<file path="src/rtl/jts16_line_fetch.sv">
// Per-scanline tilemap fetch scheduler: walks every (column, layer) slot on line start,
// fetches one ROM word per slot and writes it into a double-buffered line store.
module jts16_line_fetch #(
    parameter int LAYERS = 2,
    parameter int COLS   = 42,
    parameter int DW     = 32,
    localparam int LW    = (LAYERS > 1) ? $clog2(LAYERS) : 1
) (
    input  logic             clk,
    input  logic             rst,
    input  logic             hinit,
    input  logic [8:0]       vrender,
    input  logic             LVBL,
    output logic             rom_cs,
    output logic [LW+14:0]   rom_addr,
    input  logic             rom_ok,
    input  logic [DW-1:0]    rom_data,
    output logic             buf_we,
    output logic [LW+6:0]    buf_addr,
    output logic [DW-1:0]    buf_din,
    output logic             busy,
    output logic             done,
    output logic             overrun
);

    typedef enum logic [2:0] {StIdle, StIssue, StWait, StWrite, StDone} state_t;

    state_t          state_q, state_d;
    logic [8:0]      line_q, line_d;
    logic [5:0]      col_q, col_d;
    logic [LW-1:0]   layer_q, layer_d;
    logic [DW-1:0]   data_q, data_d;
    logic            got_q, got_d;     // data already captured during the ISSUE cycle
    logic            trig;
    logic            active;

    assign trig     = hinit && LVBL;
    assign active   = (state_q == StIssue) || (state_q == StWait) || (state_q == StWrite);
    assign rom_addr = {layer_q, line_q, col_q};
    assign buf_addr = {line_q[0], layer_q, col_q};
    assign buf_din  = data_q;

    always_comb begin
        state_d = state_q;
        line_d  = line_q;
        col_d   = col_q;
        layer_d = layer_q;
        data_d  = data_q;
        got_d   = got_q;
        rom_cs  = 1'b0;
        buf_we  = 1'b0;
        done    = 1'b0;
        overrun = 1'b0;
        busy    = active;

        unique case (state_q)
            StIdle: ;
            StIssue: begin
                rom_cs  = 1'b1;
                state_d = StWait;
                if (rom_ok) begin
                    data_d = rom_data;
                    got_d  = 1'b1;
                end
            end
            StWait: begin
                rom_cs = !got_q;
                if (got_q) begin
                    state_d = StWrite;
                end else if (rom_ok) begin
                    data_d  = rom_data;
                    state_d = StWrite;
                end
            end
            StWrite: begin
                buf_we = 1'b1;
                got_d  = 1'b0;
                state_d = StIssue;
                // Layer advances first so a truncated line leaves all layers equally short
                if (layer_q == LW'(LAYERS - 1)) begin
                    if (col_q == 6'(COLS - 1)) begin
                        state_d = StDone;
                    end else begin
                        layer_d = '0;
                        col_d   = col_q + 6'd1;
                    end
                end else begin
                    layer_d = layer_q + LW'(1);
                end
            end
            StDone: begin
                done    = 1'b1;
                state_d = StIdle;
            end
            default: state_d = StIdle;
        endcase

        // A new line start overrides whatever slot is in flight
        if (trig) begin
            if (active) begin
                overrun = 1'b1;
                rom_cs  = 1'b0;
                buf_we  = 1'b0;
            end
            state_d = StIssue;
            line_d  = vrender;
            col_d   = '0;
            layer_d = '0;
            got_d   = 1'b0;
        end
    end

    always_ff @(posedge clk or posedge rst) begin
        if (rst) begin
            state_q <= StIdle;
            line_q  <= '0;
            col_q   <= '0;
            layer_q <= '0;
            data_q  <= '0;
            got_q   <= 1'b0;
        end else begin
            state_q <= state_d;
            line_q  <= line_d;
            col_q   <= col_d;
            layer_q <= layer_d;
            data_q  <= data_d;
            got_q   <= got_d;
        end
    end

endmodule
</file>
<file path="config.mk">
export PLATFORM = sky130hd
export DESIGN_NAME = jts16_line_fetch
export DESIGN_NICKNAME = d
export VERILOG_FILES = /design/src/rtl/jts16_line_fetch.sv
export SDC_FILE = /design/constraint.sdc
export NUM_CORES = 1
export LEC_CHECK = 0
export CORE_MARGIN = 1
export CORE_UTILIZATION = 25
export CTS_BUF_LIST = sky130_fd_sc_hd__clkbuf_4
export CTS_CLUSTER_DIAMETER = 40
export DETAILED_ROUTE_END_ITERATION = 7
export PLACE_DENSITY = 0.52
export SLEW_MARGIN = 20
export SYNTH_ARGS = -nofsm -noshare
export SYNTH_HDL_FRONTEND = slang
export SYNTH_SLANG_ARGS = --single-unit
</file>
<file path="constraint.sdc">
create_clock -name clk -period 1.8 [get_ports clk]
set_clock_uncertainty 0.1 [all_clocks]
set_input_delay 0.36 -clock clk [delete_from_list [all_inputs] [get_ports clk]]
set_output_delay 0.36 -clock clk [all_outputs]
set_load 0.01 [all_outputs]
</file>
Word level (Yosys, flattened, before mapping)
Cells that the tools add are included.
- add/subtract/negate cells: 2
- eq/ne operators: 10
- multiplexer cells: 29
- reductions and logical operators: 13
- operators with widths (cell ; count):
    $mux W32 ; 2
    $pmux W32 S2 ; 1
    $mux W6 ; 4
    $mux W3 ; 5
    $mux W1 ; 14
    $pmux W3 S4 ; 1
    $add A6 B1 Y6 const B ; 1
    $eq A3 B2 Y1 const B ; 2
    $eq A6 B6 Y1 const B ; 1
    $ne A2 B2 Y1 const B ; 3
    $reduce_and A2 Y1 ; 3
    $reduce_bool A2 Y1 ; 3
    $ne A4 B4 Y1 const B ; 1
    $pmux W1 S2 ; 2
    $eq A3 B1 Y1 const B ; 1
    $eq A3 B3 Y1 const B ; 1
    $logic_not A3 Y1 ; 1
    $ne A3 B3 Y1 const B ; 1
    $reduce_and A3 Y1 ; 1
    $reduce_bool A3 Y1 ; 1
    $logic_or A1 B1 Y1 ; 2
    $add A1 B1 Y1 const B ; 1
    $logic_and A1 B1 Y1 ; 1
    $logic_not A1 Y1 ; 1
- register bits: 52
- bits of input ports: 46
- output and inout port bits: 61
- word-level logic and storage cells: 60

Logic depth before layout (Yosys ltp)
- depth in word-level cells: 5
- depth in mapped cells: 5
- mapped depth without buffers: 5

Worst setup path before layout
OpenSTA, ideal clock, no wires.
- path type: register -> register
- start: register state_q[1]
- end: register data_q[13] (netlist: buf_din[13])
- setup time: 0.125 ns
- data arrival time: 1.400 ns
- required time: 1.575 ns
- path slack: 0.175 ns
- stages on the path, launching flop included: 6
- buffers on the path: 2
- period minus slack after synthesis: 1.625 ns
- path through: dfrtp_1 -> buf_6 -> nor3b_2 -> o21ai_2 -> buf_6 -> mux2_2
- longest elaborated chain between the ends: 3
- elaborated cells between the ends (all ways): 6
- those cells by class: 3 x eq/ne; 1 x mux; 2 x reduce/logical
- ends and longest elaborated chain (item ; line ; RTL):
    from (decl) ; 28 ; state_t state_q, state_d;
    from (signal assigned) ; 115 ; state_q <= StIdle;
    from (signal assigned) ; 122 ; state_q <= state_d;
    $eq A3 B2 Y1 / $eq A3 B1 Y1 (equally long branches) ; 56 ; unique case (state_q)
    $ne A2 B2 Y1 (no source line) / $reduce_bool A2 Y1 (equally long branches) ; -- ;
    $reduce_and A2 Y1 (no source line) ; -- ;
    to (signal assigned) ; 126 ; data_q <= data_d;
    to (decl) ; 32 ; logic [DW-1:0] data_q, data_d;
Parallel ways exist; a longest one is shown, timed or not.
A chain may end at the register's enable or synchronous reset.

Final worst setup path
- start: register state_q[1]
- end: register data_q[20] (netlist: buf_din[20])
The elaborated chain is that of the path after synthesis.

==> impl_metrics.toml <==
[worst_hold_path]
min_path_type = "in -> async"

[timing]
finalCriticalPeriod_ps = 1890
fin_crit_sh_pct = 105
tightest_slew_ps = 391
fin_ws_ps = -87.7
setup_violations = 34
slew_viol_final = 0
fmax_ghz = 0.530
holdWs_ps = 190
finalSetupTns_ps = -2110
hold_viol = 0
relSlewSlack_pct = 73.9
rsz0062_at_grt = "true"

[placed_design]
postPlaceCellArea_um2 = 3530
placed_cells = 397
post-dp-hpwl_um = 4010
place.gp.congestion = 0.691
io_buffers = 106

[cts]
cts_tree = "built"
cts_sinks = 52
clock-root-buffer = "clkbuf_4"
clk_pin_slew_ps = 160
ctsHtreeMaxLevel = 2
clock_path_buffers = 2
cts_buffers = 5
clkLatencyLatePin_ps = 370

[power]
ir_worst_vdd_uv = 374
clkPwrFrac_pct = 9.9
leakage_uw = 0.00229
pwr-share-seq_pct = 33.7
p_per_area_nw_per_um2 = 1370
pwr-share-comb_pct = 56.3
switchingPower_uw = 1720
p_sw_share_pct = 30.9
p_int_uw = 3850

[die]
dieArea_um2 = 9520
die_x_um = 97.5
core_area_um2 = 8760
initial_core_util_pct = 26.0
placementRows = 34
pin_count = 107
die_y_um = 97.5

[worst_setup_path]
slowest_stage = "dfrtp_1"
worst-setup-path-type = "reg -> reg"
r2r_cells = 8
cp-end-kind = "flop"
max_stage_delay_ps = 430
worstPathMaxFanout = 9
worstPathCellList = "buf_6 > nor3b_4 > buf_4 > buf_6 > o21ai_4 > buf_12 > buf_12 > mux2_4"
cp-start-kind = "flop"
crit_arrival_ps = 2040
cp.required_ps = 1960
r2r-start = "state_q[1]"
worstSetupStartpoint = "state_q[1]"

[global_route]
grt_overflow = 0
antenna_found_initial = 0
grt_max_degree = 21
grt_first_pass_wirelength_um = 9690
grt.total_usage_pct = 12.6
grt_pass1_vias = 1889

[final_layout]
final_design_area_no_fill_um2 = 4070
layout-drive-gt1-share_pct = 32.1
stdcell_count = 432
fin_util_pct = 46.5
final_common_cell = "clkdlybuf4s50_1"
layout.nets = 371
final_cell_mix = "61 x clkdlybuf4s50_1, 49 x dfrtp_1, 34 x dlymetal6s2s_1"
area_growth_pct = 78.4
n_antenna_cell = 0

[logic_synthesis]
netlist_area_um2 = 2280
yosysSeqAreaShare_pct = 57.0
avgSynthCellArea_um2 = 12.4
synthCells = 184
synth-seq-cells = 52
synth_fp_nets = 232
synth.distinct_cells = 35
yosysWarnings = 0

[detailed_routing]
vias = 1865
route.detailed.wl_per_inst_um = 14.0
drtAntennaViolNets = 0
viasPerCell = 4.32
first_iter_violations = 20
drc = 0
firstDrtPassIters = 4
drt_wl_total_um = 6050

[run_status]
failed_checks = "negative setup slack"
status = "finished with violations"

[job]
max_cap_violations = 0
-- final timing paths --
path	endpoint	slack [ps]
setup / recovery	buf_din[20]	-90
hold / removal	buf_din[23]	190
setup reg to reg	buf_din[20]	-90
hold reg to reg	line_q[3]	390
max in group asynchronous	buf_din[21]	970
min in group clk	line_q[3]	390
-- power by group through the flow --
| stage | clock [uW] | sequential (uW) | combinational [uW] |
|---|---|---|---|
| floorplan | 0 | 2090 | 983 |
| global placement | 0 | 1910 | 2460 |
| detailed placement | 0 | 1930 | 2480 |
| CTS | 584 | 1880 | 2940 |
| global route | 617 | 1940 | 3360 |
| finish | 553 | 1880 | 3140 |
-- kinds of logic (layout without fill, tap and decap cells) --
family / count (synthesis) / after routing / synth area share, %
and+or+nand+nor: 58 / 58 / 13.6
DFF: 52 / 52 / 57.0
muxes: 33 / 33 / 16.2
buffers and inverters: 22 / 162 / 7.07
AOI/OAI and AO/OA: 16 / 16 / 4.60
adders and majority gates: 2 / 2 / 1.10
xor gates and xnor gates: 1 / 1 / 0.384
-- layer usage --
layer  routed length (um)  track usage [%]
met1                 2770             16.8
met2                 2820             20.0
met3                  380             3.60
met4                   72             3.28
met5                    0                0
-- metrics by stage --
step           total power (uW)  setup WS [ps]
5_1_grt                    5920           -150
3_3_place_gp               4370           -426
4_1_cts                    5400          -88.3
2_1_floorplan              3080           82.1
6_report                   5570          -87.7
3_5_place_dp               4410           -420
-- sequential cells by signal, summed over array words and instances, names as in the netlist --
name     cells
line_q       9
layer_q      1
buf_din     32
state_q      3
col_q        6
got_q        1
-- cell usage after synthesis (all sizes together) --
cell type  count  share of area, %
nand2         32               5.3
nor3b          1              0.55
o211ai         1              0.33
mux2i          1              0.44
and2b          1              0.38
or3            1              0.33
xnor2          1              0.38
nor3           5               1.1
nor2           4              0.66
and3b          1              0.44
nor4           1              0.27
and4b          1              0.49
o41ai          1              0.38
or4            2              0.66
nor2b          1              0.27
ha             2               1.1
o21a           2              0.66
buf           15               5.9
o211a          1              0.44
nand2b         1              0.27
and2           3              0.88
o31ai          2              0.66
clkbuf         3              0.49
inv            4              0.66
a21oi          5               1.1
nand4b         3               1.8
dfrtp         52                57
nand3          1              0.22
o21ai          4               1.0
mux2          32                16
-- final cells by class --
type | count | area, um^2
flip-flops and latches | 52 | 1310
well taps | 108 | 135
fillers | 822 | 4690
clock buffers | 6 | 45.0
multi-input cells | 110 | 970
repair buffers | 150 | 1590
clock inverters | 2 | 16.3
inverters | 4 | 15.0
-- critical path: cells and delay by family, from the launching register on --
| kind | cells | cell delay (ps) |
|---|---|---|
| buffers and inverters | 5 | 660 |
| AND/OR/NAND/NOR | 1 | 140 |
| flip-flops | 1 | 430 |
| multiplexers | 1 | 300 |
| AO/OA/AOI/OAI | 1 | 150 |
-- what timing repair did --
item                                    CTS  global route
hold buffers                              0             0
gates cloned                              0             2
pin swaps                                 3             5
endpoints found under the setup margin   21            74
buffers inserted                         16            10
gates resized for setup                  58            51
Note: power is estimated with default switching activity, not from simulation.
